### src/rtl/biquad8_pkg.sv
// Shared format constants and saturation helpers for the biquad8 output stage.
package biquad8_pkg;

   localparam int DEF_NSAMP   = 8;
   localparam int DEF_INBITS  = 48;
   localparam int DEF_INFRAC  = 27;
   localparam int DEF_OUTBITS = 12;
   localparam int DEF_OUTFRAC = 0;
   localparam int DEF_CNTBITS = 16;
   localparam int LIM_W       = 64;

   // Full-width saturation limit for a two's-complement word of the given width;
   // callers keep the low <width> bits.
   function automatic logic [LIM_W-1:0] sat_limit(input int width, input logic neg);
      logic [LIM_W-1:0] one_v;
      one_v = {{(LIM_W-1){1'b0}}, 1'b1} << (width - 1);
      if (neg) begin
         sat_limit = ~one_v + 64'd1;
      end else begin
         sat_limit = one_v - 64'd1;
      end
   endfunction

endpackage

### src/rtl/biquad8_sat_lane.sv
// One output lane: round (stage 1), range-check and saturate (stage 2).
module biquad8_sat_lane
   import biquad8_pkg::*;
#(
   parameter int INBITS  = DEF_INBITS,
   parameter int INFRAC  = DEF_INFRAC,
   parameter int OUTBITS = DEF_OUTBITS,
   parameter int OUTFRAC = DEF_OUTFRAC,
   parameter int ROUND   = 1
) (
   input  logic               clk_i,
   input  logic               rst_i,
   input  logic [INBITS-1:0]  dat_i,
   output logic [OUTBITS-1:0] dat_o,
   output logic               ovf_o
);

   localparam int SH   = INFRAC - OUTFRAC;
   localparam int EXTW = INBITS + 1;
   localparam int UPW  = EXTW - SH - OUTBITS;

   localparam logic [EXTW-1:0] RND_C = (ROUND == 1 && SH > 0) ?
      ({{(EXTW-1){1'b0}}, 1'b1} << ((SH > 0) ? (SH - 1) : 0)) : {EXTW{1'b0}};

   localparam logic [LIM_W-1:0] MAX_W = sat_limit(OUTBITS, 1'b0);
   localparam logic [LIM_W-1:0] MIN_W = sat_limit(OUTBITS, 1'b1);
   localparam logic [OUTBITS-1:0] MAX_C = MAX_W[OUTBITS-1:0];
   localparam logic [OUTBITS-1:0] MIN_C = MIN_W[OUTBITS-1:0];

   generate
      if (SH + OUTBITS > INBITS) begin : g_bad_width
         $error("biquad8_sat_lane: output window does not fit inside the input lane");
      end
   endgenerate

   logic [EXTW-1:0]    stage1_r;
   logic [OUTBITS-1:0] sat_s;
   logic               ovf_s;

   // The extension bit is the true sign; every bit above the output window must match the candidate MSB.
   function automatic logic [OUTBITS:0] range_sat(input logic [EXTW-1:0] v);
      logic [OUTBITS-1:0] cand_v;
      logic [UPW-1:0]     upper_v;
      cand_v  = v[SH +: OUTBITS];
      upper_v = v[EXTW-1 -: UPW];
      if (upper_v == {UPW{cand_v[OUTBITS-1]}}) begin
         range_sat = {1'b0, cand_v};
      end else if (v[EXTW-1]) begin
         range_sat = {1'b1, MIN_C};
      end else begin
         range_sat = {1'b1, MAX_C};
      end
   endfunction

   // Stage 1: sign-extend and add the rounding offset.
   always_ff @(posedge clk_i) begin
      if (rst_i) begin
         stage1_r <= {EXTW{1'b0}};
      end else begin
         stage1_r <= {dat_i[INBITS-1], dat_i} + RND_C;
      end
   end

   // Combinational saturation of the stage-1 value.
   always_comb begin
      {ovf_s, sat_s} = range_sat(stage1_r);
   end

   // Stage 2: register the saturated sample and its overflow event.
   always_ff @(posedge clk_i) begin
      if (rst_i) begin
         dat_o <= {OUTBITS{1'b0}};
         ovf_o <= 1'b0;
      end else begin
         dat_o <= sat_s;
         ovf_o <= ovf_s;
      end
   end

endmodule

### src/rtl/biquad8_out_quantize.sv
// biquad8 output quantizer: per-lane round/saturate, 2-cycle pipeline,
// sticky per-lane overflow flags and a saturating overflow-cycle counter.
module biquad8_out_quantize
   import biquad8_pkg::*;
#(
   parameter int NSAMP   = DEF_NSAMP,
   parameter int INBITS  = DEF_INBITS,
   parameter int INFRAC  = DEF_INFRAC,
   parameter int OUTBITS = DEF_OUTBITS,
   parameter int OUTFRAC = DEF_OUTFRAC,
   parameter int ROUND   = 1,
   parameter int CNTBITS = DEF_CNTBITS
) (
   input  logic                     clk_i,
   input  logic                     rst_i,
   input  logic [INBITS*NSAMP-1:0]  dat_i,
   input  logic                     dat_valid_i,
   output logic [OUTBITS*NSAMP-1:0] dat_o,
   output logic                     dat_valid_o,
   input  logic                     ovf_clr_i,
   output logic [NSAMP-1:0]         ovf_sticky_o,
   output logic [CNTBITS-1:0]       ovf_count_o
);

   localparam logic [CNTBITS-1:0] CNT_MAX_C = {CNTBITS{1'b1}};
   localparam logic [CNTBITS-1:0] CNT_ONE_C = {{(CNTBITS-1){1'b0}}, 1'b1};

   generate
      if (INFRAC < OUTFRAC) begin : g_bad_frac
         $error("biquad8_out_quantize: INFRAC must be >= OUTFRAC");
      end
   endgenerate

   logic [NSAMP-1:0]   lane_ovf_s;
   logic [NSAMP-1:0]   evt_s;
   logic               any_evt_s;
   logic               valid1_r;
   logic [CNTBITS-1:0] cnt_nxt_s;
   logic [NSAMP-1:0]   sticky_nxt_s;

   genvar k;
   generate
      for (k = 0; k < NSAMP; k++) begin : g_lane
         biquad8_sat_lane #(
            .INBITS  (INBITS),
            .INFRAC  (INFRAC),
            .OUTBITS (OUTBITS),
            .OUTFRAC (OUTFRAC),
            .ROUND   (ROUND)
         ) u_lane (
            .clk_i (clk_i),
            .rst_i (rst_i),
            .dat_i (dat_i[k*INBITS +: INBITS]),
            .dat_o (dat_o[k*OUTBITS +: OUTBITS]),
            .ovf_o (lane_ovf_s[k])
         );
      end
   endgenerate

   // Valid bit travels alongside the two lane stages.
   always_ff @(posedge clk_i) begin
      if (rst_i) begin
         valid1_r    <= 1'b0;
         dat_valid_o <= 1'b0;
      end else begin
         valid1_r    <= dat_valid_i;
         dat_valid_o <= valid1_r;
      end
   end

   // Next sticky/count values; a clear wipes history but still records this cycle's event.
   always_comb begin
      evt_s     = lane_ovf_s & {NSAMP{dat_valid_o}};
      any_evt_s = |evt_s;
      if (ovf_clr_i) begin
         sticky_nxt_s = evt_s;
         cnt_nxt_s    = any_evt_s ? CNT_ONE_C : {CNTBITS{1'b0}};
      end else begin
         sticky_nxt_s = ovf_sticky_o | evt_s;
         if (any_evt_s && (ovf_count_o != CNT_MAX_C)) begin
            cnt_nxt_s = ovf_count_o + CNT_ONE_C;
         end else begin
            cnt_nxt_s = ovf_count_o;
         end
      end
   end

   // Overflow status registers.
   always_ff @(posedge clk_i) begin
      if (rst_i) begin
         ovf_sticky_o <= {NSAMP{1'b0}};
         ovf_count_o  <= {CNTBITS{1'b0}};
      end else begin
         ovf_sticky_o <= sticky_nxt_s;
         ovf_count_o  <= cnt_nxt_s;
      end
   end

endmodule

### config.mk
export PLATFORM = sky130hd
export DESIGN_NAME = biquad8_out_quantize
export DESIGN_NICKNAME = d
export VERILOG_FILES = /design/src/rtl/biquad8_pkg.sv /design/src/rtl/biquad8_sat_lane.sv /design/src/rtl/biquad8_out_quantize.sv
export SDC_FILE = /design/constraint.sdc
export NUM_CORES = 1
export LEC_CHECK = 0
export CAP_MARGIN = 20
export CORE_ASPECT_RATIO = 0.9
export CORE_MARGIN = 5
export CORE_UTILIZATION = 25
export DETAILED_ROUTE_END_ITERATION = 10
export GPL_TIMING_DRIVEN = 0
export PLACE_DENSITY = 0.55
export SLEW_MARGIN = 20
export SYNTH_ARGS = -nofsm -noshare
export SYNTH_HDL_FRONTEND = slang
export SYNTH_SLANG_ARGS = --single-unit
### constraint.sdc
create_clock -name clk_i -period 4.4 [get_ports clk_i]
set_input_delay 0.66 -clock clk_i [delete_from_list [all_inputs] [get_ports clk_i]]
set_output_delay 0.66 -clock clk_i [all_outputs]
set_load 0.03 [all_outputs]
* Word-level counts from Yosys, hierarchy flattened
Index checks and enable logic that the tools add are counted.
** Cells by class
- Add/sub/neg operators :: 9
- Eq/ne operators :: 9
- Mux-type cells :: 20
- Bitwise operators :: 2
- Reductions and logical operators :: 11
** Operator list (count)
- adder 48 x 28 -> 49 bit (second input constant) :: 8
- 2-to-1 mux 12 bit :: 16
- == test 10 bit :: 8
- 2-to-1 mux 16 bit :: 2
- adder 16 x 1 -> 16 bit (second input constant) :: 1
- inequality test 16 bit (second input constant) :: 1
- OR reduction 2 bit :: 8
- AND 8 bit :: 1
- 2-to-1 mux 8 bit :: 1
- OR 8 bit :: 1
- OR reduction 8 bit :: 1
- nonzero test 2 bit :: 1
- logical AND 1 bit :: 1
- 2-to-1 mux 1 bit :: 1
** Storage, ports and cells
- Register bits :: 522
- Input bits :: 388
- Output and inout port bits :: 121
- Logic and storage cells :: 79

* Logic depth before layout (Yosys ltp)
- Word-level depth :: 5
- Mapped depth :: 8
- Mapped depth without buffers :: 5

* Hierarchy
Synthesis repeated with hierarchy kept, for this count alone.
** Second synthesis, totals
- Cells, all modules :: 1481
- Area total of the unflattened synthesis :: 12983.7 um^2
** By module, submodules not included
- biquad8_sat_lane :: instances 8, cells an instance 168, area an instance 1462.7 um^2, sequential area each 700.7 um^2
- biquad8_out_quantize :: instances 1, cells an instance 137, area an instance 1282.5 um^2, sequential area each 520.5 um^2

* Worst setup path before layout
OpenSTA, ideal clock, no wires.
- Path kind :: input-to-reg
- Start point :: input port dat_i[218]
- End point :: register g_lane[4].u_lane.stage1_r[46]
- Library setup time :: 0.121 ns
- Arrival :: 2.099 ns
- Required time :: 4.279 ns
- Path slack :: 2.180 ns
- Stages on the path :: 5
- Path buffers :: 0
- Cells stage by stage :: ha_1 -> nand4_1 -> nor4_1 -> nor3b_1 -> mux2_2
** Between the ends
- Cells in the longest elaborated chain, start to end :: 1
** Ends and longest elaborated chain
- from (decl) :: line biquad8_out_quantize.sv:16 : input logic [INBITS*NSAMP-1:0] dat_i,
- adder 48 x 28 -> 49 bit :: line biquad8_sat_lane.sv:60 : stage1_r <= {dat_i[INBITS-1], dat_i} + RND_C;
- to (signal assigned) :: line biquad8_sat_lane.sv:58 : stage1_r <= {EXTW{1'b0}};
- to (signal assigned) :: line biquad8_sat_lane.sv:60
- to (decl) :: line biquad8_sat_lane.sv:36 : logic [EXTW-1:0] stage1_r;
Every way passes these cells.
A chain may end at the register's enable or synchronous reset.

* Worst setup path after layout
- Start point :: input port rst_i
- End point :: register g_lane[1].u_lane.stage1_r[31]
** RTL lines
- from (decl) :: line biquad8_out_quantize.sv:15 : input logic rst_i,
- to (signal assigned) :: line biquad8_sat_lane.sv:58
- to (signal assigned) :: line biquad8_sat_lane.sv:60
- to (decl) :: line biquad8_sat_lane.sv:36
No word-level cell between the ends.

==> run metrics <==
Post-Layout Inst Area 0.0178 sq mm; I/O pins 509; clk buf depth 3; Layout Nets 2165; Worst Skew 0.0186 ns; PD cells 412 mW/mm^2; largest net degree at the start of global routing 14; clk sink count 306; # hold bufs at CTS 0; clk root buf clkbuf_16; Pleak 6.22 nW; Setup CP Type input pin to flip-flop; max-cap violation count 0; Final Util 35.6%; Clock Latency Late Sink 0.55 ns; Via density 4.76; drt total wl 45.0 mm; CP Max Fanout 11; Worst Setup Start Kind input pin; setup TNS 0 ns; period utilization 68.0%; Final Hold Viols 0; vias in the first global route 11592; dpl hpwl 34.4 mm; DR vias 11805; DRT antenna net count 0; mapped cell area 0.0126 sq mm; Total Power 7.34 mW; worst setup margin 1.41 ns; register area share after synthesis 48.7%; CTS H-Tree Depth 2; syn nets 1829; postcts setup bufs 0; die height 223 um; first-pass GRT wire length 68.1 mm; Avg WL per Cell 18.2 um; outcome completed; Post-synth EDFFs 0; cts bufs inserted 37; Post-synth ARST share 0%; fin. max-slew vios 0; Main synth FF type dfxtp_1; Clock Pin Slew Worst Setup and Hold Paths 0.06 ns; pre-CTS WS 0.607 ns; Die Wd 246 um; initial drt markers 502; area delta synth->final 41.6%; Worst Setup End Kind flip-flop; synthesized area per cell 8.78 sq um; DP Area 0.0164 sq mm; Final Wtd Congestion 0.870; Required @ worst endpoint 4.81 ns; slew of the pin with the lowest slew margin 1.09 ns; Tmin final 2.99 ns; Core Box Area 0.0501 sq mm; number of distinct library cells after synthesis 46; R2R setup slack 2.10 ns; cts repair resizes 0; CTS tree built; fmax 334 MHz; Hold/Removal Path Class flip-flop to flip-flop; crit path DAT 3.40 ns; gr ovfl total 0; Setup-failing EPs final 0; Global Route Usage Sum 15.9%; RSZ-0062 raised after global routing no; Rows 78; I/O Buffers 297; antenna violations before repair 13; Residual DRC 0; drt pass-1 iters 5; Syn. warnings 0; Syn Inst Count 1432; Slew HR 27.4%; share of post-route cells with drive strength above 1 6.13%; Initial Util 25.1%; Worst VDD drop 0.199 mV; Die Area 0.0549 sq mm; Synth Register Bits 306
[per-stage QoR]
stage / std cells / hold slack (ns)
floorplan: 1432 / 0.414
global placement: 2409 / 0.424
detailed placement: 2409 / 0.431
CTS: 2474 / 0.460
global route: 2476 / 0.473
finish: 2481 / 0.458
[synthesized netlist by cell type, drive strengths merged, types with 3 or more instances]
cell type | instances | area share [%]
and2 | 3 | 0.15
nand4 | 49 | 2.5
nor4 | 48 | 2.5
nor3 | 53 | 2.1
clkbuf | 68 | 2.0
or4 | 25 | 1.5
a21oi | 144 | 5.7
a22oi | 8 | 0.48
dfxtp | 306 | 49
buf | 12 | 0.42
a31oi | 3 | 0.15
xor2 | 26 | 1.8
or3 | 41 | 2.1
and3 | 25 | 1.2
and4 | 16 | 1.1
or2 | 6 | 0.30
a31o | 6 | 0.42
mux2 | 21 | 1.9
nor2 | 135 | 4.0
o21ai | 115 | 4.6
inv | 23 | 0.69
mux2i | 10 | 0.80
nand2 | 50 | 1.5
nand2b | 13 | 0.65
o31ai | 19 | 1.1
xnor2 | 64 | 4.5
ha | 9 | 0.90
nand3 | 80 | 3.2
nor2b | 39 | 1.9
[sequential cells by signal (all words and copies together) (netlist names)]
| name | flops |
|---|---|
| ovf_sticky_o | 8 |
| valid1_r | 1 |
| dat_valid_o | 1 |
| g_lane.u_lane.ovf_o | 8 |
| g_lane.u_lane.stage1_r | 176 |
| ovf_count_o | 16 |
| g_lane.u_lane.dat_o | 96 |
[metal layers]
| metal | global-route usage [%] | vias to the layer above | wire length, um |
|---|---|---|---|
| met1 | 21.0 | 5539 | 20400 |
| li1 | - | 5830 | - |
| met5 | 0 | - | 57 |
| met4 | 5.49 | 10 | 1340 |
| met3 | 4.81 | 90 | 3460 |
| met2 | 24.7 | 336 | 19800 |
[area by class of cell]
class | instances | area, sq um
antenna | 7 | 17.5
buffer | 80 | 312
clock buffer | 50 | 1050
clock inverter | 15 | 330
fill | 5045 | 32300
inverter | 24 | 90.1
multi-input combinational | 1022 | 6050
sequential | 306 | 6130
tap | 680 | 851
timing repair buffer | 297 | 2970
[where the power goes]
part	leakage, nW	switching [mW]	internal, mW
Sequential	2.55	0.0618	2.94
Combinational	3.00	0.512	0.395
Clock	0.677	1.21	2.21
[final timing paths]
kind	startpoint	to	depth (start not counted)
max	rst_i	g_lane[1].u_lane.stage1_r[31]	5
min	g_lane[2].u_lane.stage1_r[35]	g_lane[2].u_lane.dat_o[8]	2
max reg2reg	ovf_count_o[0]	ovf_count_o[1]	8
min reg2reg	g_lane[2].u_lane.stage1_r[35]	g_lane[2].u_lane.dat_o[8]	2
[critical path: stages]
cell,delay (ns)
clkbuf_1,0.39
clkbuf_1,0.75
clkbuf_1,0.86
buf_1,0.60
nor2_1,0.11
[cells by family after synthesis]
logic type      Yosys count  synth area share (%)
xor+xnor                 90                  6.27
compound gates          302                  13.0
buf+inv                 104                  3.17
mux                      31                  2.68
simple gates            590                  25.3
fa+ha+maj                 9                 0.896
flops                   306                  48.7
[placed cells by master, fill, tap and decap left out, types with 48 or more instances in the layout]
cell / instances
dfxtp_1: 306
clkdlybuf4s50_1: 297
a21oi_1: 144
nor2_1: 135
o21ai_0: 114
nand3_1: 79
clkbuf_1: 70
xnor2_1: 64
nor3_1: 53
nand2_1: 50
nand4_1: 48
Power figures use the tool's default switching activity.
==> RTL edit (config.mk and constraints unchanged) <==
`DEF_CNTBITS`: 16 -> 24.
--- a/src/rtl/biquad8_pkg.sv
+++ b/src/rtl/biquad8_pkg.sv
@@ -6,7 +6,7 @@
    localparam int DEF_INFRAC  = 27;
    localparam int DEF_OUTBITS = 12;
    localparam int DEF_OUTFRAC = 0;
-   localparam int DEF_CNTBITS = 16;
+   localparam int DEF_CNTBITS = 24;
    localparam int LIM_W       = 64;
 
    // Full-width saturation limit for a two's-complement word of the given width;
Ports: changed (resized ovf_count_o); port bits go from 509 to 517. The function was not compared with the original's and may differ.
==> RTL edit against the unedited design <==
Sequential power is 3% higher; sequential share of layout area is 1.5 points higher; sequential cell count is 8 higher; via count is 5.0% lower; die area is 1.0% lower; largest power group is now sequential cells; wire length is 5.8% lower; power is 5.3% lower; critical path depth is 1 higher; worst setup slack worse by 41 ps; maximum frequency is 1.4% lower; cell area is 1.6% lower; area after synthesis is 1.1% lower.
==> RTL edit: results (changes against the unedited design) <==
| Metric | Value |
|---|---|
| Yosys warnings | 0 (unchanged) |
| Final hold viol count | 0 (unchanged) |
| Biggest regs | g_lane.u_lane.stage1_r x176, g_lane.u_lane.dat_o x96, ovf_count_o x24 |
| Share of cells above drive strength 1 | 0.04706 (-0.01426) |
| Ys flop type | dfxtp_1 |
| Leakage | 6.236 nW (+0.21%) |
| Register area share after synthesis | 0.5055 (+0.01818) |
| Post-DP Area | 16300 µm² (-0.58%) |
| Initial drt markers | 542 (+8.0%) |
| Input/output buffers | 307 (+3.4%) |
| Clock root cell | clkbuf_16 |
| CTS buffer count | 38 (+2.7%) |
| Clk buf depth | 3 (unchanged) |
| Placed instance count | 2349 (-2.5%) |
| Routed WL per cell | 17.56 µm (-3.3%) |
| Gate Count Post-Synth | 1410 (-1.5%) |
| Unique cell type count in the Yosys netlist | 48 (+4.3%) |
| FF-to-FF path depth | 6 (-2) |
| Reg2reg setup slack | 2040 ps (-60 ps) |
| Via count of the first global-routing pass | 11180 (-3.6%) |
| Outcome | complete, no violations |
| Setup WS pre-CTS | 703.6 ps (+96.91 ps) |
| Setup TNS Final | 0 ps (unchanged) |
| Final core utilization | 0.3563 (+0.0007770) |
| DR vias/cell | 4.638 (-2.5%) |
| DR vias | 11210 (-5.0%) |
| Relative slew slack | 0.3106 (+0.03618) |
| Worst IR drop on VDD | 0.0002136 V (+7.4%) |
| Worst-Skew Late Latency | 550 ps (about the same) |
| RePlAce Congestion | 0.8167 (-6.1%) |
| Postcts setup bufs | 0 (unchanged) |
| Layout Skew | 16.53 ps (-2.081 ps) |
| H-tree depth | 2 (unchanged) |
| First-pass GRT wire length | 64800 µm (-4.8%) |
| Hold WC Path Type | reg2reg |
| Final net count | 2154 (-0.51%) |
| Fillers | 5002 (-0.85%) |
| Resized Gates After CTS | 0 (unchanged) |
| Number of antenna cells inserted | 0 (-7) |
| Fmax | 0.3296 GHz (-1.4%) |
| Commonest cells in the synthesized netlist | dfxtp_1, nor2_1, nand2_1 |
| Max FO, Critical Path | 10 (-1) |
| Largest net degree at the start of global routing | 13 (-1) |
| Initial antenna violation count | 10 (-3) |
| Post-DP HPWL | 32960 µm (-4.2%) |
| CP arrival | 3460 ps (+60 ps) |
| Post-synth ARST share | 0 (unchanged) |
| Post-synth net total | 1807 (-1.2%) |
| All-layer global routing usage | 0.1508 (-0.008217) |
| Top cells by area, synth | dfxtp_1, nor2_1, xor2_1 |
| Initial DRT Pass Iterations | 5 (unchanged) |
| Hold WS | 436.4 ps (-21.49 ps) |
-- RTL edit: changes by cell type after synthesis, moves of 22 or more --
cell / delta
a21oi_1: -23
nand2_1: +109
nor2_1: +52
nor4_1: -23
o21ai_0: -97
or3_1: -22
xor2_1: +54
-- RTL edit: kinds of logic after synthesis --
kind of cell             after synthesis  synth area share
flip-flops                           314            0.5055
adder cells (fa/ha/maj)                9          0.009056
buffers and inverters                 75           0.02274
XOR/XNOR                             150            0.1057
multiplexers                           2          0.001610
AO/OA/AOI/OAI                        184           0.08634
AND/OR/NAND/NOR                      676            0.2691
-- RTL edit: power breakdown --
part	switching (mW)	internal [mW]	leakage, nW
clock	1.22	1.78	0.589
sequential	0.0663	3.01	2.61
combinational	0.479	0.381	3.03
total	1.77	5.18	6.24
-- RTL edit: metal layers --
metal	vias to the layer above	global-route usage	routed length, µm
met3	72	0.05243	3633
met2	320	0.2337	18410
met5	-	0	99
met4	14	0.03655	790
met1	5209	0.2026	19510
li1	5594	-	-
-- RTL edit: area by class of cell --
type / instances / area share
sequential: 314 / 0.3591
buffer: 59 / 0.01286
clock inverter: 13 / 0.006933
tap: 632 / 0.04517
multi-input combinational: 1021 / 0.3350
inverter: 16 / 0.003431
timing repair buffer: 307 / 0.1755
clock buffer: 55 / 0.06196
-- RTL edit: final timing paths --
| path | startpoint | endpoint |
|---|---|---|
| max | rst_i | ovf_count_o[14] |
| min | g_lane[1].u_lane.stage1_r[37] | g_lane[1].u_lane.dat_o[10] |
| max reg2reg | ovf_count_o[0] | ovf_count_o[20] |
| min reg2reg | g_lane[1].u_lane.stage1_r[37] | g_lane[1].u_lane.dat_o[10] |
-- RTL edit: worst max-delay path: stages --
cell	delay, ps
clkbuf_1	490
clkinv_1	910
nand2_1	370
clkbuf_1	440
clkbuf_1	460
nor2_1	100
